**src/rtl/screen_pkg.sv**
```systemverilog
// Shared types and constants for the screen sequencer.
// Latency: n/a (declarations only).
// Backpressure: n/a.
// Contents: state encoding, layer bit indices, per-screen layer masks and a
// small helper for sizing the frame counters.
package screen_pkg;

    typedef enum logic [2:0] {
        TITLE = 3'd0,
        PLAY  = 3'd1,
        WIN   = 3'd2,
        PAUSE = 3'd3,
        LOSE  = 3'd4
    } state_e;

    // Bit positions inside the layer enable mask.
    localparam int L_SCORE    = 0;
    localparam int L_LAVA     = 1;
    localparam int L_PLATFORM = 2;
    localparam int L_ROPE     = 3;
    localparam int L_TARGET   = 4;
    localparam int L_KONG     = 5;
    localparam int L_LOSE     = 6;
    localparam int L_WIN      = 7;

    localparam logic [7:0] MASK_TITLE = 8'h0F;
    localparam logic [7:0] MASK_PLAY  = 8'h3F;
    localparam logic [7:0] MASK_LOSE  = 8'h7F;

    function automatic int max3(input int a, input int b, input int c);
        int m;
        m = (a > b) ? a : b;
        return (m > c) ? m : c;
    endfunction

endpackage

```
**src/rtl/screen_state_ctrl_frame_tick_counter.sv**
```systemverilog
// Frame-gated counter with synchronous clear, terminal-count flag and a blink phase toggle.
// Latency: count and phase update on the clock edge of a tick; tc_o and phase_d_o are combinational.
// Backpressure: none; every tick is consumed.
// Ports: clk, resetN (async active-low), tick_i (advance), clear_i (restart at 0, phase 1),
//        term_i (last count value before wrap), tc_o (count == term_i),
//        phase_d_o (phase value that will be registered on this edge).
module frame_tick_counter #(
    parameter int WIDTH = 8
) (
    input  logic             clk,
    input  logic             resetN,
    input  logic             tick_i,
    input  logic             clear_i,
    input  logic [WIDTH-1:0] term_i,
    output logic             tc_o,
    output logic             phase_d_o
);

    logic [WIDTH-1:0] count_q, count_d;
    logic             phase_q, phase_d;

    assign tc_o = (count_q == term_i);

    always_comb begin
        count_d = count_q;
        phase_d = phase_q;
        if (clear_i) begin
            count_d = '0;
            phase_d = 1'b1;
        end else if (tick_i) begin
            if (tc_o) begin
                count_d = '0;
                phase_d = ~phase_q;
            end else begin
                count_d = count_q + 1'b1;
            end
        end
    end

    // Exposing the next phase lets the parent register outputs that change
    // on the same edge as the phase itself.
    assign phase_d_o = phase_d;

    always_ff @(posedge clk or negedge resetN) begin
        if (!resetN) begin
            count_q <= '0;
            phase_q <= 1'b1;
        end else begin
            count_q <= count_d;
            phase_q <= phase_d;
        end
    end

endmodule

```
**src/rtl/screen_state_ctrl.sv**
```systemverilog
// Game screen sequencer (title/play/pause/win/lose) driving the VGA layer mask and overlays.
// Latency: state and all outputs registered; changes land on the startOfFrame edge.
// Backpressure: none; events are latched until the next frame boundary and then dropped.
// Ports: clk, resetN (async active-low), startOfFrame, startKey, pauseKey, playerWon,
//        playerDied in; layerEnable, winShow, loseShow, gameActive, restartPulse, stateOut out.
// Build option: define SCREEN_PAUSE_EN to include the PAUSE screen and the pauseKey path.
module screen_state_ctrl
    import screen_pkg::*;
#(
    parameter int NUM_LAYERS       = 8,
    parameter int BLINK_FRAMES     = 30,
    parameter int WIN_HOLD_FRAMES  = 180,
    parameter int LOSE_HOLD_FRAMES = 180
) (
    input  logic                  clk,
    input  logic                  resetN,
    input  logic                  startOfFrame,
    input  logic                  startKey,
    input  logic                  pauseKey,
    input  logic                  playerWon,
    input  logic                  playerDied,
    output logic [NUM_LAYERS-1:0] layerEnable,
    output logic                  winShow,
    output logic                  loseShow,
    output logic                  gameActive,
    output logic                  restartPulse,
    output logic [2:0]            stateOut
);

    localparam int CW = $clog2(max3(WIN_HOLD_FRAMES, LOSE_HOLD_FRAMES, BLINK_FRAMES) + 1);

    state_e state_q, state_d;

    logic start_lat_q, won_lat_q, died_lat_q;
    logic start_ev, won_ev, died_ev;

    logic [NUM_LAYERS-1:0] layer_q, layer_d;
    logic win_q, win_d, lose_q, lose_d, active_q, active_d, restart_q;

    logic          enter;
    logic [CW-1:0] hold_term;
    logic          hold_tc;
    logic          blink_phase_d;
    logic          unused_hold_phase;

    // An event on the frame-boundary cycle itself still counts for that frame.
    assign start_ev = startKey   | start_lat_q;
    assign won_ev   = playerWon  | won_lat_q;
    assign died_ev  = playerDied | died_lat_q;

`ifdef SCREEN_PAUSE_EN
    logic pause_lat_q;
    logic pause_ev;
    assign pause_ev = pauseKey | pause_lat_q;
`else
    logic unused_pause;
    assign unused_pause = pauseKey;
`endif

    always_comb begin
        state_d = state_q;
        if (startOfFrame) begin
            case (state_q)
                TITLE: if (start_ev) state_d = PLAY;
                PLAY: begin
                    if (won_ev)       state_d = WIN;
                    else if (died_ev) state_d = LOSE;
`ifdef SCREEN_PAUSE_EN
                    else if (pause_ev) state_d = PAUSE;
`endif
                end
`ifdef SCREEN_PAUSE_EN
                PAUSE: if (pause_ev) state_d = PLAY;
`endif
                WIN:   if (hold_tc) state_d = TITLE;
                LOSE:  if (hold_tc) state_d = TITLE;
                default: state_d = TITLE;
            endcase
        end
    end

    // Any state change clears both counters so every screen starts from frame 0.
    assign enter     = startOfFrame && (state_d != state_q);
    assign hold_term = (state_q == LOSE) ? CW'(LOSE_HOLD_FRAMES - 1) : CW'(WIN_HOLD_FRAMES - 1);

    frame_tick_counter #(.WIDTH(CW)) u_hold_cnt (
        .clk       (clk),
        .resetN    (resetN),
        .tick_i    (startOfFrame),
        .clear_i   (enter),
        .term_i    (hold_term),
        .tc_o      (hold_tc),
        .phase_d_o (unused_hold_phase)
    );

    frame_tick_counter #(.WIDTH(CW)) u_blink_cnt (
        .clk       (clk),
        .resetN    (resetN),
        .tick_i    (startOfFrame),
        .clear_i   (enter),
        .term_i    (CW'(BLINK_FRAMES - 1)),
        .tc_o      (),
        .phase_d_o (blink_phase_d)
    );

    // Outputs are derived from the next state/phase so they register together with them.
    always_comb begin
        layer_d  = NUM_LAYERS'(MASK_TITLE);
        win_d    = 1'b0;
        lose_d   = 1'b0;
        active_d = 1'b0;
        case (state_d)
            PLAY: begin
                layer_d  = NUM_LAYERS'(MASK_PLAY);
                active_d = 1'b1;
            end
`ifdef SCREEN_PAUSE_EN
            PAUSE: begin
                layer_d         = NUM_LAYERS'(MASK_PLAY);
                layer_d[L_KONG] = blink_phase_d;
            end
`endif
            WIN: begin
                layer_d        = NUM_LAYERS'(MASK_PLAY);
                layer_d[L_WIN] = blink_phase_d;
                win_d          = blink_phase_d;
            end
            LOSE: begin
                layer_d = NUM_LAYERS'(MASK_LOSE);
                lose_d  = 1'b1;
            end
            default: ;
        endcase
    end

    always_ff @(posedge clk or negedge resetN) begin
        if (!resetN) begin
            state_q     <= TITLE;
            start_lat_q <= 1'b0;
            won_lat_q   <= 1'b0;
            died_lat_q  <= 1'b0;
`ifdef SCREEN_PAUSE_EN
            pause_lat_q <= 1'b0;
`endif
            layer_q     <= NUM_LAYERS'(MASK_TITLE);
            win_q       <= 1'b0;
            lose_q      <= 1'b0;
            active_q    <= 1'b0;
            restart_q   <= 1'b0;
        end else begin
            state_q   <= state_d;
            layer_q   <= layer_d;
            win_q     <= win_d;
            lose_q    <= lose_d;
            active_q  <= active_d;
            restart_q <= startOfFrame && (state_q == TITLE) && (state_d == PLAY);
            // Latches live for one frame only: cleared on every boundary.
            if (startOfFrame) begin
                start_lat_q <= 1'b0;
                won_lat_q   <= 1'b0;
                died_lat_q  <= 1'b0;
`ifdef SCREEN_PAUSE_EN
                pause_lat_q <= 1'b0;
`endif
            end else begin
                start_lat_q <= start_lat_q | startKey;
                won_lat_q   <= won_lat_q   | playerWon;
                died_lat_q  <= died_lat_q  | playerDied;
`ifdef SCREEN_PAUSE_EN
                pause_lat_q <= pause_lat_q | pauseKey;
`endif
            end
        end
    end

    assign layerEnable  = layer_q;
    assign winShow      = win_q;
    assign loseShow     = lose_q;
    assign gameActive   = active_q;
    assign restartPulse = restart_q;
    assign stateOut     = state_q;

endmodule

```
**config.mk**
```make
export PLATFORM = sky130hd
export DESIGN_NAME = screen_state_ctrl
export DESIGN_NICKNAME = d
export VERILOG_FILES = /design/src/rtl/screen_pkg.sv /design/src/rtl/screen_state_ctrl_frame_tick_counter.sv /design/src/rtl/screen_state_ctrl.sv
export SDC_FILE = /design/constraint.sdc
export NUM_CORES = 1
export LEC_CHECK = 0
export ABC_AREA = 1
export BUFFER_PORTS_ARGS = -buffer_cell sky130_fd_sc_hd__buf_2
export CAP_MARGIN = 20
export CORE_ASPECT_RATIO = 0.8
export CORE_MARGIN = 2
export CORE_UTILIZATION = 59
export CTS_BUF_LIST = sky130_fd_sc_hd__clkbuf_8
export DETAILED_ROUTE_END_ITERATION = 7
export HOLD_SLACK_MARGIN = 0.05
export PLACE_DENSITY = 0.8
export SLEW_MARGIN = 20
export SYNTH_ARGS = -nofsm -noshare
export SYNTH_HDL_FRONTEND = slang
export SYNTH_SLANG_ARGS = --single-unit
```
**constraint.sdc**
```tcl
create_clock -name clk -period 2.3 [get_ports clk]
set_clock_uncertainty 0.1 [all_clocks]
set_input_delay 0.46 -clock clk [delete_from_list [all_inputs] [get_ports clk]]
set_output_delay 0.46 -clock clk [all_outputs]
set_load 0.02 [all_outputs]
```
==> flow_summary.yaml <==
clocking:
  clock_tree.buffer_depth: 2
  tritoncts.num_buffers: 5
  tritoncts: "done"
  root_driver: "sky130_fd_sc_hd__clkbuf_8"
  cts_sinks: 29
  post_cts_hold_buffer_count: 0
  cts_resized: 0
  cts_max_level: 2
  postcts_setup_bufs: 0
  worst_skew_pair.late_latency_ns: 0.29
  path_clk_slew_ns: 0.06
timing:
  final_period_minus_worst_setup_slack_ns: 1.81
  finalMaxSlewViolations: 0
  timing.final.hold_violations: 0
  finalSetupViolations: 0
  max_freq_mhz: 553
  final_min_period_over_clock_period_pct: 78.6
  maxSlewHeadroom_pct: 57.5
  fin_hold_ws_ns: 0.0939
  timing.setup.tns_ns: 0
  unrepaired_setup_endpoints_after_global_routing: "false"
  tightestPinTransition_ns: 0.638
detailed_routing:
  final_antenna_net_count: 0
  drc: 0
  drt_first_pass_iters: 4
  drt-initial-drc-count: 106
  post_dr_wirelength_cell_um: 11.8
  via_count: 1358
  wirelength_mm: 3.15
  vias_per_cell: 5.09
pwr:
  powerDensity_nw_per_um2: 998
  p_leak_nw: 1.04
  power_w: 0.00182
  vdd.ir_drop.worst_v: 0.000613
global_route:
  number_of_global_route_vias_before_repair: 1292
  total_global_routing_overflow: 0
  antenna_violations_before_repair: 0
  grt_util_overall_pct: 22.8
  grt_max_degree: 30
  grt_pass1_wl_mm: 5.54
floorplanning:
  floorplan.io_pins: 22
  die_y_um: 51.3
  fp.dieW_um: 63.1
  design.die.area_um2: 3240
  core.rowCount: 17
  core-area_um2: 2700
  initial_util_pct: 61.1
synthesis:
  synthDominantAreaCellType: "sky130_fd_sc_hd__dfrtp_1"
  postSynthRegisterBits: 29
  dominant_combinational_cell_family_by_area_after_synthesis: "simple AND/OR/NAND/NOR gates"
  commonest_cells_in_the_netlist: "sky130_fd_sc_hd__nand2_1 (50), sky130_fd_sc_hd__inv_1 (31), sky130_fd_sc_hd__dfrtp_1 (28)"
  number_of_synthesized_flops_with_an_enable_pin: 0
  synthMuxAreaShare_pct: 0
  syn-instance-count: 210
  postSynth.asyncResetShare_pct: 100
  synthesis.yosys.warnings: 0
  synth-compound-area-share_pct: 5.08
  synth_most_common_cell: "sky130_fd_sc_hd__nand2_1"
  yosysTopAreaCellShare_pct: 42.5
  synthDistinctLibCells: 29
  synth.area.top_cells: "sky130_fd_sc_hd__dfrtp_1 (42%), sky130_fd_sc_hd__nand2_1 (11%), sky130_fd_sc_hd__inv_1 (7.1%)"
  synth-seq-area-share_pct: 44.0
  synth-main-ff-cell: "sky130_fd_sc_hd__dfrtp_1"
  post_synth.cell_area_avg_um2: 7.86
  synth-simple-area-share_pct: 30.7
  syn-cell-area_um2: 1650
  synth_adder_area_share_pct: 2.27
  synthXorXnorAreaFrac_pct: 5.31
final_layout:
  instances_no_fill: 267
  multi_input_comb_area_um2: 731
  n_antenna_cell: 0
  area_growth_syn_to_layout_pct: 10.4
  ff_latch_area_um2: 727
  ratio_of_cells_with_drive_above_1_in_the_final_layout_pct: 15.3
  postLayoutCoreUtil_pct: 67.4
  layout.nets: 238
  filler_cell_count: 236
worst_setup_path:
  setup.worst_path.end_class: "register"
  critical_path_peak_fanout: 11
  critical_path.slowest_cell: "sky130_fd_sc_hd__dfrtp_1"
  worst_path_largest_cell_delay_ns: 0.39
  cp_data_arrival_time_ns: 1.88
  critical-path-top-delay-family: "simple AND/OR/NAND/NOR gates"
  path_common_cell: "sky130_fd_sc_hd__nand2_1"
  setup.worst_path.class: "reg2reg"
  worst_setup_path_start_kind: "register"
  crit_chain: "ha_1 -> nand2_1 -> nor2_1 -> nand2_1 -> nand2_1 -> nand3_1 -> nand2_1 -> nand2_1 -> buf_4 -> nand4_1 -> nand2_1"
  critical_path.n_buffers_inverters: 1
  worst-endpoint-required_ns: 2.37
run:
  number_of_violations_of_the_max_capacitance_limit: 0
placed_design:
  placed_cells: 259
  gpl.final_weighted_congestion: 0.801
  io_buffers: 16
  dp.final_hpwl_mm: 2.22
outcome:
  run_status: "completed"
hold_path:
  timing.hold.worst.class: "in2async"
worst reg2reg max path, stage by stage, from the launching register on:
cell and delay (ns):
sky130_fd_sc_hd__dfrtp_1 0.39, sky130_fd_sc_hd__ha_1 0.22, sky130_fd_sc_hd__nand2_1 0.07, sky130_fd_sc_hd__nor2_1 0.08
sky130_fd_sc_hd__nand2_1 0.08, sky130_fd_sc_hd__nand2_1 0.12, sky130_fd_sc_hd__nand3_1 0.11, sky130_fd_sc_hd__nand2_1 0.07
sky130_fd_sc_hd__nand2_1 0.08, sky130_fd_sc_hd__buf_4 0.20, sky130_fd_sc_hd__nand4_1 0.11, sky130_fd_sc_hd__nand2_1 0.06
flip-flops by register name, indices dropped and copies added (netlist names), 3 cells and up:
register	count
u_hold_cnt.count_q	8
stateOut	3
layerEnable	3
u_blink_cnt.count_q	8
layout by cell type, fill, tap and decap left out, drive strengths merged, types with 2 or more instances in the layout:
master and count:
nand2 52, inv 33, dfrtp 28, nor2 22, buf 20, nand3 16
nand4 13, xor2 9, a21oi 6, clkbuf 6, nor3 4, conb 4
o21ai 4, ha 3, nand3b 2
metal layers:
layer / GRT usage [%] / routed length (µm)
met5: 0 / 0
met4: 11.1 / 63
met3: 5.95 / 133
met2: 35.6 / 1370
met1: 29.6 / 1590
report_power, final:
group / total [W] / internal, W / switching, W
clock network: 0.000421 / 0.000234 / 0.000186
registers: 0.000706 / 0.000609 / 0.0000973
logic: 0.000690 / 0.000238 / 0.000453
cell families (layout without fill, tap and decap cells):
family | Yosys count | count (layout)
compound gates | 14 | 14
fa+ha+maj | 3 | 3
flops | 29 | 29
other cells | 1 | 4
xor+xnor | 10 | 10
simple gates | 110 | 110
buf+inv | 43 | 59
area by class of cell:
cell class	count	share of cell area [%]
clock buffers	6	4.53
clock inverters	2	0.412
inverters	31	6.39
multi-input cells	141	40.1
flip-flops and latches	29	39.9
well taps	38	2.61
repair buffers	20	6.04
through the flow:
stage	worst slack [ns]	area (µm²)
final	0.493	1820
after global routing	0.246	1820
after CTS	0.484	1820
after detailed placement	0.448	1730
after global placement	0.475	1730
after floorplan	0.658	1660
worst paths after layout:
kind | slack [ns] | cells past startpoint | to | startpoint
setup reg to reg | 0.49 | 11 | u_blink_cnt.count_q[0]$_DFFE_PN0P_ | u_hold_cnt.count_q[0]$_DFFE_PN0P_
setup / recovery | 0.49 | 11 | u_blink_cnt.count_q[0]$_DFFE_PN0P_ | u_hold_cnt.count_q[0]$_DFFE_PN0P_
min in group clk | 0.32 | 3 | died_lat_q$_DFF_PN0_ | playerDied
hold reg to reg | 0.39 | 2 | u_blink_cnt.count_q[7]$_DFFE_PN0P_ | u_blink_cnt.count_q[7]$_DFFE_PN0P_
hold / removal | 0.09 | 1 | start_lat_q$_DFF_PN0_ | resetN
max in group asynchronous | 1.59 | 1 | u_blink_cnt.count_q[3]$_DFFE_PN0P_ | resetN
No activity file was read; power rests on OpenSTA's default activity.
